===== config.mk =====
export PLATFORM = sky130hd
export DESIGN_NAME = pot_scan_sched
export DESIGN_NICKNAME = d
export VERILOG_FILES = /design/src/rtl/pot_scan_sched.sv
export SDC_FILE = /design/constraint.sdc
export NUM_CORES = 1
export LEC_CHECK = 0
export BUFFER_PORTS_ARGS = -buffer_cell sky130_fd_sc_hd__buf_4
export CAP_MARGIN = 20
export CORE_ASPECT_RATIO = 0.75
export CORE_MARGIN = 1
export CORE_UTILIZATION = 30
export CTS_BUF_LIST = sky130_fd_sc_hd__clkbuf_4 sky130_fd_sc_hd__clkbuf_8
export DETAILED_ROUTE_END_ITERATION = 10
export GPL_TIMING_DRIVEN = 0
export SETUP_SLACK_MARGIN = 0.02
export SYNTH_ARGS = -nofsm -noshare
export SYNTH_HDL_FRONTEND = slang
export SYNTH_SLANG_ARGS = --single-unit

===== constraint.sdc =====
create_clock -name clk -period 3.45 [get_ports clk]
set_clock_uncertainty 0.1 [all_clocks]
set_input_delay 0 -clock clk [delete_from_list [all_inputs] [get_ports clk]]
set_output_delay 0 -clock clk [all_outputs]
set_load 0.01 [all_outputs]

===== src/rtl/pot_scan_sched.sv =====
// pot_scan_sched
// Round-robin owner of the shared slide-pot A2D interface. Sweeps the five
// band-gain pots and the volume pot, keeps the latest 12-bit result per slot
// and declares the settings valid once every slot has been read.
//
// Ports
//   clk, rst        system clock, synchronous active-high reset
//   en              scan enable (checked in IDLE and at each slot advance)
//   strt_cnv        one-cycle conversion request to the A2D interface
//   chnnl[2:0]      A2D channel for the current request (held ISSUE..WAIT)
//   cnv_cmplt       one-cycle conversion-done strobe, qualifies res
//   res[11:0]       conversion result
//   lp/b1/b2/b3/hp_gain[11:0], volume[11:0]  latest result per slot
//   cur_slot[2:0]   slot being serviced (0..5)
//   sweep_done      one-cycle pulse after the last slot of a sweep
//   all_valid       sticky: every slot captured at least once
//   timeout_err     sticky: a conversion timed out
module pot_scan_sched #(
  parameter int unsigned SCAN_PERIOD = 2048,
  parameter int unsigned CNV_TIMEOUT = 1024
) (
  input  logic        clk,
  input  logic        rst,
  input  logic        en,
  output logic        strt_cnv,
  output logic [2:0]  chnnl,
  input  logic        cnv_cmplt,
  input  logic [11:0] res,
  output logic [11:0] lp_gain,
  output logic [11:0] b1_gain,
  output logic [11:0] b2_gain,
  output logic [11:0] b3_gain,
  output logic [11:0] hp_gain,
  output logic [11:0] volume,
  output logic [2:0]  cur_slot,
  output logic        sweep_done,
  output logic        all_valid,
  output logic        timeout_err
);

  localparam int unsigned NSLOT = 6;
  localparam int unsigned PW = (SCAN_PERIOD > 1) ? $clog2(SCAN_PERIOD) : 1;
  localparam int unsigned TW = (CNV_TIMEOUT > 1) ? $clog2(CNV_TIMEOUT) : 1;
  localparam logic [2:0]  LAST_SLOT = 3'd5;

  typedef enum logic [1:0] {
    S_IDLE  = 2'd0,
    S_ISSUE = 2'd1,
    S_WAIT  = 2'd2
  } state_e;

  state_e        state_q, state_d;
  logic [2:0]    slot_q, slot_d;
  logic [PW-1:0] pcnt_q, pcnt_d;
  logic [TW-1:0] tcnt_q, tcnt_d;
  logic          first_q, first_d;
  logic [5:0]    captured_q, captured_d;
  logic [11:0]   gain_q [NSLOT];
  logic [11:0]   gain_d [NSLOT];
  logic          err_q, err_d;
  logic          valid_q, valid_d;
  logic          done_q, done_d;
  logic          strt_q, strt_d;
  logic [2:0]    chnnl_q, chnnl_d;
  logic          advance;

  // Board wiring of the pots onto the A2D mux.
  function automatic logic [2:0] slot_chnnl(input logic [2:0] s);
    logic [2:0] c;
    case (s)
      3'd0:    c = 3'd1;
      3'd1:    c = 3'd0;
      3'd2:    c = 3'd4;
      3'd3:    c = 3'd2;
      3'd4:    c = 3'd3;
      3'd5:    c = 3'd7;
      default: c = 3'd0;
    endcase
    return c;
  endfunction

  always_comb begin
    state_d    = state_q;
    slot_d     = slot_q;
    pcnt_d     = pcnt_q;
    tcnt_d     = tcnt_q;
    first_d    = first_q;
    captured_d = captured_q;
    gain_d     = gain_q;
    err_d      = err_q;
    done_d     = 1'b0;
    chnnl_d    = chnnl_q;
    advance    = 1'b0;
    // One cycle behind captured, so all_valid trails the final capture.
    valid_d    = valid_q | (&captured_q);

    case (state_q)
      S_IDLE: begin
        if (!en) begin
          pcnt_d = '0;
        end else if (first_q) begin
          first_d = 1'b0;
          slot_d  = '0;
          state_d = S_ISSUE;
        end else if (pcnt_q == PW'(SCAN_PERIOD - 1)) begin
          pcnt_d  = '0;
          slot_d  = '0;
          state_d = S_ISSUE;
        end else begin
          pcnt_d = pcnt_q + PW'(1);
        end
      end
      S_ISSUE: begin
        tcnt_d  = '0;
        state_d = S_WAIT;
      end
      S_WAIT: begin
        tcnt_d = tcnt_q + TW'(1);
        // A completion on the expiry cycle still counts as a capture.
        if (cnv_cmplt) begin
          for (int unsigned i = 0; i < NSLOT; i++) begin
            if (slot_q == 3'(i)) begin
              gain_d[i]     = res;
              captured_d[i] = 1'b1;
            end
          end
          advance = 1'b1;
        end else if (tcnt_q == TW'(CNV_TIMEOUT - 1)) begin
          err_d   = 1'b1;
          advance = 1'b1;
        end
        if (advance) begin
          if (slot_q == LAST_SLOT) begin
            done_d  = 1'b1;
            slot_d  = '0;
            state_d = S_IDLE;
          end else if (en) begin
            slot_d  = slot_q + 3'd1;
            state_d = S_ISSUE;
          end else begin
            slot_d  = '0;
            state_d = S_IDLE;
          end
        end
      end
      default: begin
        state_d = S_IDLE;
        slot_d  = '0;
      end
    endcase

    // Request and channel are registered on entry to ISSUE so the channel
    // stays put for the whole ISSUE/WAIT window.
    strt_d = (state_d == S_ISSUE);
    if (state_d == S_ISSUE) begin
      chnnl_d = slot_chnnl(slot_d);
    end
  end

  always_ff @(posedge clk) begin
    if (rst) begin
      state_q    <= S_IDLE;
      slot_q     <= '0;
      pcnt_q     <= '0;
      tcnt_q     <= '0;
      first_q    <= 1'b1;
      captured_q <= '0;
      for (int unsigned i = 0; i < NSLOT - 1; i++) begin
        gain_q[i] <= 12'h800;
      end
      gain_q[NSLOT-1] <= '0;
      err_q      <= 1'b0;
      valid_q    <= 1'b0;
      done_q     <= 1'b0;
      strt_q     <= 1'b0;
      chnnl_q    <= '0;
    end else begin
      state_q    <= state_d;
      slot_q     <= slot_d;
      pcnt_q     <= pcnt_d;
      tcnt_q     <= tcnt_d;
      first_q    <= first_d;
      captured_q <= captured_d;
      gain_q     <= gain_d;
      err_q      <= err_d;
      valid_q    <= valid_d;
      done_q     <= done_d;
      strt_q     <= strt_d;
      chnnl_q    <= chnnl_d;
    end
  end

  assign strt_cnv    = strt_q;
  assign chnnl       = chnnl_q;
  assign cur_slot    = slot_q;
  assign lp_gain     = gain_q[0];
  assign b1_gain     = gain_q[1];
  assign b2_gain     = gain_q[2];
  assign b3_gain     = gain_q[3];
  assign hp_gain     = gain_q[4];
  assign volume      = gain_q[5];
  assign sweep_done  = done_q;
  assign all_valid   = valid_q;
  assign timeout_err = err_q;

endmodule


# Word-level counts from Yosys, hierarchy flattened
# Index checks and enable logic that the tools add are counted.
# word_totals
reg_bits,112
latch_bits,0
ramBits,0
mem_bits_ro,0
input_bits,16
output_inout_bits,82
word_cells,82
memories,0
# classes
addsub,3
n_mul,0
n_div,0
magnitude_cmp,0
n_eq_ne,15
shifts,0
muxes,23
n_bitwise,4
reduce_logical,15
# op_table
cell,count
$mux 11,3
$reduce_and 3->1,7
$pmux 10 s2,1
$mux 3,6
$pmux 3 s5,1
$eq 3x2->1 const B,4
$eq 3x3->1 const B,4
$add 11x1->11 const B,1
$eq 11x11->1 const B,1
$add 10x1->10 const B,1
$eq 10x10->1 const B,1
$pmux 3 s3,1
$mux 2,4
$logic_not 3->1,2
$mux 1,6
$pmux 2 s3,1
$reduce_and 6->1,1
$eq 2x1->1 const B,2
$reduce_and 2->1,2
$add 3x1->3 const B,1
$eq 3x1->1 const B,1
$not 1->1,3
$reduce_or 3->1,1
$eq 2x2->1 const B,1
4 further kinds,4

# Logic depth before layout (Yosys ltp)
# Gate-level depths: netlist of run 1.
# depth
ltp_word,8
depth_mapped,8
mapped_depth_nobuf,8

# Worst setup path after synthesis of run 1
# No wires, ideal clock.
# synth_path
path_type,register to register
start,register tcnt_q[0]
end,register chnnl_q[2] (netlist: chnnl[2])
setup_ns,0.091
arrival_time_ns,2.155
required_ns,3.259
slack_ns,1.104
stages_incl_launch_ff,8
period_less_slack_ns,2.346
path_cell_list,dfxtp_1 > ha_1 > and4_1 > and3_1 > o221ai_2 > o221ai_2 > or4_1 > a311oi_1
# synth_via
elab_chain_len,8
elab_cells_between_ends,15
cone_classes,6 x eq/ne; 8 x mux; 1 x reduce/logical
# synth_rtl
item,line,source
from (decl),55,"logic [TW-1:0] tcnt_q, tcnt_d;"
from (signal assigned),181,tcnt_q <= tcnt_d;
$eq 10x10->1 *,128,end else if (tcnt_q == TW'(CNV_TIMEOUT - 1)) begin
$mux 1 *,128,
$mux 1 *,120,if (cnv_cmplt) begin
$mux 1 *,97,case (state_q)
$mux 3,132,if (advance) begin
$pmux 3 s3,97,
$eq 3x3->1 (tied with other cells),70,case (s)
$pmux 3 s5,70,
to (signal assigned),189,chnnl_q <= chnnl_d;
to (decl),64,"logic [2:0] chnnl_q, chnnl_d;"
# Mark *: on every way between the ends. The rest lies on a longest branch, timed or not. The select of a mux whose other input is x is not followed.
# A chain may end at the register's enable or synchronous reset.

# Final worst setup path of run 1
# layout_path
start,register pcnt_q[0]
end,register chnnl_q[0] (netlist: chnnl[0])
# layout_via
elab_chain_len,7
elab_cells_between_ends,16
cone_classes,6 x eq/ne; 9 x mux; 1 x reduce/logical
# layout_rtl
item,line,source
from (decl),54,"logic [PW-1:0] pcnt_q, pcnt_d;"
from (signal assigned),180,pcnt_q <= pcnt_d;
$eq 11x11->1 *,105,end else if (pcnt_q == PW'(SCAN_PERIOD - 1)) begin
$mux 3,105,
$mux 3,101,end else if (first_q) begin
$mux 3,99,if (!en) begin
$pmux 3 s3,97,
$eq 3x3->1 (tied with other cells),70,
$pmux 3 s5,70,
# Mark *: on every way between the ends. The rest lies on a longest branch, timed or not.

==> out/summary.json, run 1 <==
{
  "final_cell_count_no_fill": 855,
  "setup_violations": 0,
  "final-max-slew-violation-count": 0,
  "grt.total_usage_pct": 17.4,
  "post_drt_via_cell_ratio": 4.81,
  "postSynthCellCount": 534,
  "hold_start": "rst",
  "yosys.area_share.simple_pct": 25.4,
  "synth-compound-area-share_pct": 13.5,
  "p_leak_nw": 2.17,
  "detail_route.drc_violations": 0,
  "synth-main-ff-cell": "dfxtp_1",
  "h_tree_level_count": 3,
  "min_period_over_period_pct": 75.8,
  "portion_of_the_post_synthesis_area_used_by_sequential_elements_pct": 51.3,
  "die_height_um": 107,
  "die_area_sq_mm": 0.0151,
  "fmax_ghz": 0.382,
  "placement_rows": 37,
  "clk-insertion-delay-late_ns": 0.38,
  "setup.worst_path.end_class": "flip-flop",
  "port_buffers": 96,
  "tritoncts": "yes",
  "clk_pin_slew_worst_paths_ns": 0.10,
  "dp_hpwl_mm": 9.44,
  "cp_max_fo": 7,
  "timing.setup.tns_ns": 0,
  "maxSlewHeadroom_pct": 48.5,
  "comb_power_share_pct": 10.8,
  "globalplace.congestion": 0.782,
  "unrepaired_setup_endpoints_after_global_routing": "no",
  "drt.antenna.violating_nets": 0,
  "post-route-min-period_ns": 2.62,
  "grt_max_degree": 19,
  "start_kind": "flip-flop",
  "cts.path.max_buffers": 2,
  "seqPwrFrac_pct": 57.0,
  "final_layout_size_suffix_gt1_share_pct": 17.9,
  "power_per_cell_area_mw_per_mm2": 415,
  "ir_drop_v": 0.000180,
  "ff_latch_area_sq_mm": 0.00224,
  "grt_use_met1_pct": 24.3,
  "criticalPathCategory": "flip-flop to flip-flop",
  "hold_class": "input pin to flip-flop",
  "groute.layer.met2.usage_pct": 26.2,
  "power.switching_fraction_pct": 26.9,
  "cts_buffers": 9,
  "timing.max_cap.violations": 0,
  "dr.first_iter.drc_count": 224,
  "yosys_warnings": 0,
  "finalHoldViolCount": 0,
  "num_antenna_cells": 0,
  "worst_pin_slew_ns": 0.772,
  "nets": 682,
  "cts.sink_count": 112,
  "worst_ep_arrival_time_ns": 2.82,
  "worst_ep_required_time_ns": 3.66,
  "synth-edff-count": 0,
  "ios": 98,
  "initial_core_util_pct": 31.3,
  "mostFrequentLayoutCell": "nand2_1",
  "grt-busiest-layer": "met2",
  "area_growth_pct": 29.5,
  "avgRoutedWirePerCell_um": 14.9,
  "core_footprint_sq_mm": 0.0140,
  "cts_root_buf": "clkbuf_8",
  "most-common-layout-cells": "nand2_1, dfxtp_1, buf_4",
  "synth_area_sq_mm": 0.00437,
  "num_vias": 4109,
  "synthesized_nets": 561,
  "post_synth_mux_area_share_pct": 0.229,
  "synth.lib_cells_used.distinct": 44,
  "cellInternalPower_w": 0.00172,
  "switchingPower_w": 0.000633,
  "async_set_or_reset_register_ratio_after_synthesis_pct": 0,
  "synth-seq-cells": 112,
  "run_status": "completed",
  "clock_power_share_pct": 32.2,
  "fillers": 1425,
  "drtPass1Iterations": 6,
  "post_synth_xor_area_fraction_pct": 3.00,
  "grt_antenna_before_repair": 0,
  "synth-adder-area-share_pct": 3.15,
  "via_count_of_the_first_global_routing_pass": 3946,
  "worst_setup_path_startpoint": "pcnt_q[0]",
  "critical_path.reg2reg.startpoint": "pcnt_q[0]",
  "detail_route.wirelength_mm": 12.8,
  "global_route.usage.met3_pct": 4.50,
  "die_span_in_x_um": 141,
  "globalRoute.totalOverflow": 0,
  "dpl.cell_count": 825,
  "multi_input_area_sq_mm": 0.00198,
  "synth_top_family_by_area": "simple AND/OR/NAND/NOR gates",
  "grt_pass1_wl_mm": 20.2,
  "post_synth.cell_area_avg_sq_um": 8.19
}
## state kept, by name, summed over array words and instances, names as in the netlist
| signal | flops |
|---|---|
| timeout_err | 1 |
| lp_gain | 12 |
| tcnt_q | 10 |
| hp_gain | 12 |
| all_valid | 1 |
| pcnt_q | 11 |
| captured_q | 6 |
| state_q | 2 |
| b2_gain | 12 |
| b3_gain | 12 |
| cur_slot | 3 |
| b1_gain | 12 |
| volume | 12 |
| sweep_done | 1 |
| first_q | 1 |
| strt_cnv | 1 |
| chnnl | 3 |
## synth_stat cells, types with 3 or more instances
| master | instances | area, sq um |
|---|---|---|
| o21ai_0 | 5 | 25.0 |
| nand3_1 | 5 | 25.0 |
| nand4_1 | 6 | 37.5 |
| a21oi_1 | 72 | 360 |
| and3_1 | 9 | 56.3 |
| xnor2_1 | 5 | 43.8 |
| xor2_1 | 10 | 87.6 |
| nor2_1 | 42 | 158 |
| or3_1 | 4 | 25.0 |
| and4_1 | 3 | 26.3 |
| ha_1 | 11 | 138 |
| nand2b_1 | 4 | 25.0 |
| buf_1 | 7 | 26.3 |
| nand2_1 | 164 | 616 |
| inv_1 | 12 | 45.0 |
| nor3_1 | 4 | 20.0 |
| dfxtp_1 | 112 | 2240 |
| clkbuf_1 | 20 | 75.1 |
| nand3b_1 | 5 | 37.5 |
## layout make-up
type                    instances  share of cell area, %
plain buffers                  28                   1.88
inverters                      12                  0.795
flip-flops and latches        112                   39.6
well taps                     195                   4.31
multi-input cells             382                   35.0
clock buffers                  11                   2.56
repair buffers                110                   15.2
clock inverters                 5                  0.707
## worst max-delay path, cell delays in order (launching register included)
cell,delay (ns)
dfxtp_1,0.38
ha_1,0.18
nand4_1,0.22
o31ai_1,0.39
a32oi_1,0.20
a221oi_1,0.73
o211ai_1,0.18
a21oi_1,0.18
## path summary, 6_finish.rpt
path	slack [ns]	cells past startpoint	endpoint
worst max register to register	0.83	7	chnnl[0]
worst max-delay path	0.83	7	chnnl[0]
worst min register to register	0.36	2	b2_gain[4]
worst min-delay path	0.13	3	all_valid
## power groups by stage
stage | registers, W | clock network (W) | logic, W
after global routing | 0.00134 | 0.000827 | 0.000284
after detailed placement | 0.00137 | 0 | 0.000244
after floorplan | 0.00137 | 0 | 0.000135
final | 0.00134 | 0.000757 | 0.000255
after CTS | 0.00134 | 0.000775 | 0.000258
after global placement | 0.00137 | 0 | 0.000240
## kinds of logic (layout without fill, tap and decap cells)
| family | count (synthesis) | count (layout) |
|---|---|---|
| AND/OR/NAND/NOR | 254 | 254 |
| XOR/XNOR | 15 | 15 |
| AO/OA/AOI/OAI | 101 | 101 |
| multiplexers | 1 | 1 |
| adder cells (fa/ha/maj) | 11 | 11 |
| flip-flops | 112 | 112 |
| buffers and inverters | 40 | 166 |
## metrics by stage
step / power, W / utilization (%) / area [sq um] / setup WS, ns / hold slack, ns
2_1_floorplan: 0.00151 / - / 4370 / 1.10 / 0.0210
3_3_place_gp: 0.00161 / 38.2 / 5340 / 0.901 / 0.179
3_5_place_dp: 0.00161 / 38.2 / 5340 / 0.864 / 0.186
4_1_cts: 0.00237 / 40.5 / 5660 / 0.807 / 0.138
5_1_grt: 0.00246 / 40.5 / 5660 / 0.476 / 0.172
6_report: 0.00235 / 40.5 / 5660 / 0.835 / 0.133
## layer usage
layer | wire, um | vias up
li1 | - | 2022
met4 | 197 | 0
met5 | 0 | -
met1 | 6110 | 1929
met2 | 5580 | 140
met3 | 871 | 18
## repair_timing
item	CTS	global route
hold endpoints to repair	77	0
hold buffers	14	0
gates resized for setup	0	0
setup buffers	0	0
(Power assumes the default switching activity.)
==> run 2, diff against run 1 <==
--- a/config.mk
+++ b/config.mk
@@ -5,6 +5,7 @@
 export SDC_FILE = /design/constraint.sdc
 export NUM_CORES = 1
 export LEC_CHECK = 0
+export ABC_AREA = 1
 export BUFFER_PORTS_ARGS = -buffer_cell sky130_fd_sc_hd__buf_4
 export CAP_MARGIN = 20
 export CORE_ASPECT_RATIO = 0.75
==> constraint.sdc (replaced) <==
create_clock -name clk -period 2.3 [get_ports clk]
set_clock_uncertainty 0.1 [all_clocks]
set_input_delay 0 -clock clk [delete_from_list [all_inputs] [get_ports clk]]
set_output_delay 0 -clock clk [all_outputs]
set_load 0.01 [all_outputs]
==> out/summary.json, run 2 <==
{
  "run_status": "completed",
  "clk-insertion-delay-late": {"value": 0.38, "unit": "ns", "change": "about the same"},
  "min_delay_path_depth": {"value": 4, "change": "+1"},
  "yosys.cell_count.top_type": "nor2_1",
  "setup_violations": {"value": 0, "change": "unchanged"},
  "seqPwrFrac": {"value": 53.7, "unit": "%", "change": "-3.3 points"},
  "die_area": {"value": 0.0152, "unit": "sq mm", "change": "+1.2%"},
  "post-cts-setup-buffer-count": {"value": 0, "change": "unchanged"},
  "grt_max_degree": {"value": 19, "change": "unchanged"},
  "h_tree_level_count": {"value": 3, "change": "unchanged"},
  "worst_ep_required_time": {"value": 2.48, "unit": "ns", "change": "-1.18 ns"},
  "fmax": {"value": 0.493, "unit": "GHz", "change": "+29%"},
  "ir_drop": {"value": 0.000292, "unit": "V", "change": "+62%"},
  "cellInternalPower": {"value": 0.00279, "unit": "W", "change": "+62%"},
  "setup.worst_path.end_class": "flip-flop",
  "detail_route.wirelength": {"value": 12.0, "unit": "mm", "change": "-5.9%"},
  "grt.total_usage": {"value": 16.2, "unit": "%", "change": "-1.2 points"},
  "dp_hpwl": {"value": 8.72, "unit": "mm", "change": "-7.6%"},
  "finalHoldViolCount": {"value": 0, "change": "unchanged"},
  "hold_slack_final": {"value": 0.336, "unit": "ns", "change": "+0.203 ns"},
  "power_per_cell_area": {"value": 653, "unit": "mW/mm^2", "change": "+57%"},
  "synth.area.top_cells": "dfxtp_1, nor2_1, o21ai_0",
  "globalRoute.totalOverflow": {"value": 0, "change": "unchanged"},
  "synth-main-ff-cell": "dfxtp_1",
  "via_count_of_the_first_global_routing_pass": {"value": 3630, "change": "-8.0%"},
  "drt.antenna.violating_nets": {"value": 0, "change": "unchanged"},
  "cp_max_fo": {"value": 8, "change": "+1"},
  "ios": {"value": 98, "change": "unchanged"},
  "worst_pin_slew": {"value": 0.539, "unit": "ns", "change": "-0.233 ns"},
  "criticalPathCategory": "flip-flop to flip-flop",
  "unrepaired_setup_endpoints_after_global_routing": "no",
  "timing.setup.tns": {"value": 0, "unit": "ns", "change": "unchanged"},
  "r2r.worst_path.cells": {"value": 13, "change": "+6"},
  "p_leak": {"value": 2.49, "unit": "nW", "change": "+14%"},
  "start_kind": "flip-flop",
  "netlist.top_cell.by_area": "dfxtp_1",
  "synth-seq-cells": {"value": 112, "change": "unchanged"},
  "area_growth_pct": 30.3,
  "grt_antenna_before_repair": {"value": 0, "change": "unchanged"},
  "async_set_or_reset_register_ratio_after_synthesis": {"value": 0, "unit": "%", "change": "unchanged"},
  "initial_core_util": {"value": 30.6, "unit": "%", "change": "-0.66 points"},
  "synthesized_nets": {"value": 609, "change": "+8.6%"},
  "synth_area": {"value": 0.00443, "unit": "sq mm", "change": "+1.2%"},
  "comb_power_share": {"value": 11.3, "unit": "%", "change": "+0.5 points"},
  "avgRoutedWirePerCell": {"value": 13.2, "unit": "um", "change": "-11%"},
  "dr.first_iter.drc_count": {"value": 291, "change": "+30%"},
  "r2r_end": "chnnl[2]",
  "post-route-min-period": {"value": 2.03, "unit": "ns", "change": "-0.586 ns"},
  "core_footprint": {"value": 0.0145, "unit": "sq mm", "change": "+3.4%"},
  "postSynthCellCount": {"value": 582, "change": "+9.0%"},
  "power.switching_fraction": {"value": 26.0, "unit": "%", "change": "-0.92 points"},
  "post_synth.cell_area_avg": {"value": 7.60, "unit": "sq um", "change": "-7.1%"},
  "globalplace.congestion": {"value": 0.744, "change": "-4.8%"},
  "final-max-slew-violation-count": {"value": 0, "change": "unchanged"},
  "worst_ep_arrival_time": {"value": 2.21, "unit": "ns", "change": "-0.61 ns"},
  "maxSlewHeadroom": {"value": 64.1, "unit": "%", "change": "+16 points"},
  "hold_class": "input pin to flip-flop",
  "port_buffers": {"value": 95, "change": "-1.0%"},
  "final_layout_size_suffix_gt1_share": {"value": 19.9, "unit": "%", "change": "+2.0 points"},
  "clock_power_share": {"value": 35.0, "unit": "%", "change": "+2.8 points"},
  "placement_rows": {"value": 38, "change": "+2.7%"},
  "critical-path-slowest-cell": "dfxtp_1",
  "yosys-top-cells-count": "nor2_1, dfxtp_1, o21ai_0",
  "regToRegSetupSlack": {"value": 0.27, "unit": "ns", "change": "-0.56 ns"},
  "cts.path.max_buffers": {"value": 2, "change": "unchanged"},
  "portion_of_the_post_synthesis_area_used_by_sequential_elements": {"value": 50.7, "unit": "%", "change": "-0.61 points"},
  "hold_start": "res[11]",
  "switchingPower": {"value": 0.000979, "unit": "W", "change": "+55%"},
  "cpPeakStageDelay": {"value": 0.39, "unit": "ns", "change": "-0.34 ns"},
  "detail_route.drc_violations": {"value": 0, "change": "unchanged"},
  "cts_root_buf": "clkbuf_8",
  "num_antenna_cells": {"value": 0, "change": "unchanged"},
  "drtPass1Iterations": {"value": 4, "change": "-2"},
  "cts.sink_count": {"value": 112, "change": "unchanged"},
  "die_height": {"value": 107, "unit": "um", "change": "+0.59%"},
  "yosys_warnings": {"value": 0, "change": "unchanged"},
  "timing.critical_path.max_delay_family": "simple AND/OR/NAND/NOR gates",
  "critical_path.reg2reg.startpoint": "state_q[0]",
  "mostFrequentLayoutCell": "nor2_1",
  "synthDominantCellAreaShare": {"value": 50.7, "unit": "%", "change": "-0.61 points"},
  "timing.max_cap.violations": {"value": 0, "change": "unchanged"},
  "path_buf_inv": {"value": 4, "change": "+4"},
  "post_drt_via_cell_ratio": {"value": 4.41, "change": "-8.2%"},
  "tritoncts": "yes",
  "hold_end": "b2_gain[11]",
  "nets": {"value": 730, "change": "+7.0%"},
  "synth-edff-count": {"value": 0, "change": "unchanged"},
  "num_vias": {"value": 4007, "change": "-2.5%"},
  "grt_pass1_wl": {"value": 18.9, "unit": "mm", "change": "-6.5%"},
  "critPathMostFrequentCell": "nor2_1",
  "cts_buffers": {"value": 9, "change": "unchanged"},
  "synth.lib_cells_used.distinct": {"value": 32, "change": "-27%"},
  "die_span_in_x": {"value": 142, "unit": "um", "change": "+0.59%"},
  "critical_path.cell_chain": "inv_1 > ha_1 > buf_2 > inv_1 > nor2_1 > a21oi_2 > nand2_2 > a21oi_2 > inv_1 > nand2_1 > nor2_1 > nor2_1 > nor2_1",
  "clk_pin_slew_worst_paths": {"value": 0.11, "unit": "ns", "change": "about the same"},
  "min_period_over_period": {"value": 88.2, "unit": "%", "change": "+12 points"},
  "most-common-layout-cells": "nor2_1, dfxtp_1, buf_4"
}
-- run 2: cell types whose count changed in the layout (fill, tap and decap cells not counted), sizes merged, moves of 9 or more --
cell   previous run  this run
inv              14        56
and3              9         0
a21oi            72        29
nor2             42       162
nand3             5        19
o21ai             5        78
nand2           164        64
-- run 2: worst max-delay path by stage --
stage / endpoint / start / cells past startpoint / slack (ns)
final: chnnl[2] / state_q[0] / 13 / 0.27
after global routing: lp_gain[7] / state_q[0] / 9 / 0.09
after CTS: hp_gain[0] / state_q[0] / 9 / 0.27
after detailed placement: hp_gain[0] / state_q[0] / 9 / 0.30
after global placement: hp_gain[0] / state_q[0] / 9 / 0.25
after floorplan: chnnl[2] / state_q[0] / 13 / 0.52
-- run 2: power groups by stage --
stage / clock (W) / combinational, W / sequential [W]
2_1_floorplan: 0 / 0.000237 / 0.00207
3_3_place_gp: 0 / 0.000402 / 0.00207
3_5_place_dp: 0 / 0.000404 / 0.00207
4_1_cts: 0.00136 / 0.000427 / 0.00202
5_1_grt: 0.00142 / 0.000481 / 0.00203
6_report: 0.00132 / 0.000425 / 0.00202
-- run 2: final cells by class --
cell class | count | area, sq um
Tap cell | 200 | 250
Inverter | 56 | 210
Clock buffer | 10 | 131
Clock inverter | 6 | 91.3
Timing Repair Buffer | 110 | 863
Fill cell | 1585 | 8690
Sequential cell | 112 | 2240
Buffer | 24 | 98.8
Multi-Input combinational cell | 390 | 1880
-- run 2: cells by family (layout without fill, tap and decap cells) --
kind of cell    Yosys count  count (layout)  synth area share [%]
fa+ha+maj                11              11                  3.11
xor+xnor                  4               4                 0.792
simple gates            260             260                  24.8
flops                   112             112                  50.7
compound gates          115             115                  13.7
buf+inv                  80             206                  6.98
-- run 2: stage by stage --
stage	area (sq um)	setup WS, ns	total power (W)	std cells	util (%)
finish	5770	0.271	0.00377	908	39.9
global route	5770	0.0932	0.00393	908	39.9
CTS	5760	0.274	0.00381	908	39.9
detailed placement	5390	0.302	0.00247	877	37.3
global placement	5390	0.248	0.00247	877	37.3
floorplan	4430	0.516	0.00231	582	-
-- run 2: what timing repair did --
item,4_1_cts,5_1_grt
endpoints found under the hold margin,83,0
hold buffers,15,0
setup endpoints to repair,0,3
resized for setup,0,1
-- run 2: routing by layer --
layer  wire [um]  up-vias  global-route usage, %
li1            -     2100                      -
met1        6140     1815                   23.4
met2        5030       86                   23.9
met3         725        6                   4.29
met4         114        0                   3.53
met5           0        -                      0
-- run 2: tightest hold or removal path, stage by stage --
cell and delay [ns]:
dlygate4sd3_1 0.53, buf_4 0.16, nand2_1 0.06, nand3_1 0.05
==> run 3, diff against run 2 <==
--- a/config.mk
+++ b/config.mk
@@ -5,7 +5,6 @@
 export SDC_FILE = /design/constraint.sdc
 export NUM_CORES = 1
 export LEC_CHECK = 0
-export ABC_AREA = 1
 export BUFFER_PORTS_ARGS = -buffer_cell sky130_fd_sc_hd__buf_4
 export CAP_MARGIN = 20
 export CORE_ASPECT_RATIO = 0.75
@@ -15,6 +14,7 @@
 export DETAILED_ROUTE_END_ITERATION = 10
 export GPL_TIMING_DRIVEN = 0
 export SETUP_SLACK_MARGIN = 0.02
+export SKIP_LAST_GASP = 1
 export SYNTH_ARGS = -nofsm -noshare
 export SYNTH_HDL_FRONTEND = slang
 export SYNTH_SLANG_ARGS = --single-unit
==> out/summary.json, run 3 (synthesized netlist as in run 1, its figures left out) <==
{
  "hold_class": "input pin to flip-flop",
  "timing.max_cap.violations": {"value": 0, "change": "unchanged"},
  "fmax": {"value": 0.444, "unit": "GHz", "change": "-9.9%"},
  "die_span_in_x": {"value": 141, "unit": "um", "change": "-0.59%"},
  "critical_path.reg2reg.startpoint": "tcnt_q[1]",
  "setup_violations": {"value": 0, "change": "unchanged"},
  "cts.path.max_buffers": {"value": 2, "change": "unchanged"},
  "via_count_of_the_first_global_routing_pass": {"value": 3920, "change": "+8.0%"},
  "final_critical_path_setup_slack": {"value": 0.0475, "unit": "ns", "change": "-0.223 ns"},
  "tritoncts": "yes",
  "criticalPathCategory": "flip-flop to flip-flop",
  "post-route-min-period": {"value": 2.25, "unit": "ns", "change": "+0.223 ns"},
  "cts.sink_count": {"value": 112, "change": "unchanged"},
  "avgRoutedWirePerCell": {"value": 14.8, "unit": "um", "change": "+12%"},
  "port_buffers": {"value": 96, "change": "+1.1%"},
  "dr.first_iter.drc_count": {"value": 213, "change": "-27%"},
  "worst_setup_path_startpoint": "tcnt_q[1]",
  "fillers": {"value": 1440, "change": "-9.1%"},
  "grt_pass1_wl": {"value": 20.2, "unit": "mm", "change": "+7.3%"},
  "final_layout_size_suffix_gt1_share": {"value": 22.8, "unit": "%", "change": "+2.8 points"},
  "worst_ep_arrival_time": {"value": 2.44, "unit": "ns", "change": "+0.23 ns"},
  "dp_hpwl": {"value": 9.38, "unit": "mm", "change": "+7.5%"},
  "drtPass1Iterations": {"value": 5, "change": "+1"},
  "core_footprint": {"value": 0.0140, "unit": "sq mm", "change": "-3.3%"},
  "placement_rows": {"value": 37, "change": "-2.6%"},
  "detail_route.drc_violations": {"value": 0, "change": "unchanged"},
  "multi_input_area": {"value": 0.00209, "unit": "sq mm", "change": "+11%"},
  "drt.antenna.violating_nets": {"value": 0, "change": "unchanged"},
  "run_status": "completed",
  "post-place-ws": {"value": -0.302, "unit": "ns", "change": "-0.604 ns"},
  "start_kind": "flip-flop",
  "grt.total_usage": {"value": 17.4, "unit": "%", "change": "+1.2 points"},
  "die_height": {"value": 107, "unit": "um", "change": "-0.58%"},
  "critical-path-slowest-cell": "or4_4",
  "path_buf_inv": {"value": 0, "change": "-4"},
  "finalHoldViolCount": {"value": 0, "change": "unchanged"},
  "nets": {"value": 690, "change": "-5.5%"},
  "globalplace.congestion": {"value": 0.798, "change": "+7.3%"},
  "critical_path.cell_chain": "ha_4 > and4_4 > a31o_2 > and2_4 > a22o_1 > or4_4 > a311oi_2",
  "worst_ep_required_time": {"value": 2.49, "unit": "ns", "change": "about the same"},
  "ir_drop": {"value": 0.000254, "unit": "V", "change": "-13%"},
  "num_antenna_cells": {"value": 0, "change": "unchanged"},
  "cpPeakStageDelay": {"value": 0.49, "unit": "ns", "change": "+0.10 ns"},
  "min_period_over_period": {"value": 97.9, "unit": "%", "change": "+9.7 points"},
  "grt_max_degree": {"value": 20, "change": "+1"},
  "h_tree_level_count": {"value": 3, "change": "unchanged"},
  "die_area": {"value": 0.0151, "unit": "sq mm", "change": "-1.2%"},
  "num_vias": {"value": 4076, "change": "+1.7%"},
  "hold_slack_final": {"value": 0.163, "unit": "ns", "change": "-0.173 ns"},
  "clk-insertion-delay-late": {"value": 0.37, "unit": "ns", "change": "about the same"},
  "maxSlewHeadroom": {"value": 62.0, "unit": "%", "change": "-2.1 points"},
  "hold_start": "rst",
  "detail_route.wirelength": {"value": 12.8, "unit": "mm", "change": "+6.4%"},
  "worst_pin_slew": {"value": 0.570, "unit": "ns", "change": "+0.0312 ns"},
  "grt_antenna_before_repair": {"value": 0, "change": "unchanged"},
  "initial_core_util": {"value": 31.3, "unit": "%", "change": "+0.66 points"},
  "ff_latch_area": {"value": 0.00226, "unit": "sq mm", "change": "+0.61%"},
  "power_per_cell_area": {"value": 621, "unit": "mW/mm^2", "change": "-5.0%"},
  "timing.critical_path.max_delay_family": "simple AND/OR/NAND/NOR gates",
  "p_leak": {"value": 2.23, "unit": "nW", "change": "-10%"},
  "globalRoute.totalOverflow": {"value": 0, "change": "unchanged"},
  "post_drt_via_cell_ratio": {"value": 4.72, "change": "+7.0%"},
  "cts_buffers": {"value": 9, "change": "unchanged"},
  "clk_pin_slew_worst_paths": {"value": 0.11, "unit": "ns", "change": "about the same"},
  "mostFrequentLayoutCell": "nand2_1",
  "cp_max_fo": {"value": 4, "change": "-4"},
  "most-common-layout-cells": "nand2_1, buf_4, dfxtp_1",
  "unrepaired_setup_endpoints_after_global_routing": "yes",
  "final-max-slew-violation-count": {"value": 0, "change": "unchanged"},
  "setup.worst_path.end_class": "flip-flop",
  "cts_root_buf": "clkbuf_8",
  "ios": {"value": 98, "change": "unchanged"},
  "area_growth_pct": 34.1
}
run 3: cell count changes in the layout (fill, tap and decap cells not counted), sizes merged, moves of 7 or more:
cell,before,now
inv,56,15
o21ai,78,5
clkbuf,25,32
and3,0,9
buf,104,111
a21oi,29,72
xor2,3,10
nand2,64,164
nand3,19,5
nor2,162,42
run 3: worst paths after layout:
path / cells past startpoint / endpoint / slack (ns)
max reg2reg: 7 / chnnl[2] / 0.05
min: 3 / all_valid / 0.16
min reg2reg: 2 / lp_gain[4] / 0.36
max: 7 / chnnl[2] / 0.05
run 3: through the flow:
| step | area (sq um) | cells | util (%) | setup TNS (ns) | total power, W |
|---|---|---|---|---|---|
| 2_1_floorplan | 4380 | 534 | - | 0 | 0.00227 |
| 3_3_place_gp | 5350 | 825 | 38.3 | -0.923 | 0.00242 |
| 3_5_place_dp | 5350 | 825 | 38.3 | -1.11 | 0.00243 |
| 4_1_cts | 5800 | 863 | 41.5 | -0.0406 | 0.00365 |
| 5_1_grt | 5860 | 863 | 41.9 | -0.156 | 0.00381 |
| 6_report | 5860 | 863 | 41.9 | 0 | 0.00364 |
run 3: timing repair:
| action | CTS | global route |
|---|---|---|
| buffers inserted | 8 | 0 |
| endpoints found under the setup margin | 4 | 35 |
| pin swaps | 8 | 6 |
| hold buffers | 14 | 0 |
| hold endpoints to repair | 77 | 0 |
| gates resized for setup | 17 | 17 |
run 3: worst register-to-register path, stage by stage (launching register included):
cell	delay, ns
dfxtp_2	0.36
ha_4	0.17
and4_4	0.15
a31o_2	0.27
and2_4	0.18
a22o_1	0.26
or4_4	0.50
a311oi_2	0.19
run 3: layout make-up:
type,count,area share [%]
sequential,112,38.5
multi-input combinational,382,35.7
timing repair buffer,118,15.8
tap,195,4.16
clock buffer,11,2.58
buffer,28,1.81
clock inverter,5,0.768
inverter,12,0.768
run 3: per-layer routing:
layer | vias up | GRT usage (%) | part of all wire (%)
li1 | 2034 | - | -
met1 | 1896 | 23.7 | 48
met2 | 128 | 26.5 | 44
met3 | 18 | 4.59 | 6.7
met4 | 0 | 5.68 | 1.5
met5 | - | 0 | 0
run 3: where the power goes:
part	internal, W	leakage [nW]	switching, W
clock	0.000471	0.0985	0.000679
combinational	0.000212	1.22	0.000262
sequential	0.00198	0.909	0.0000331
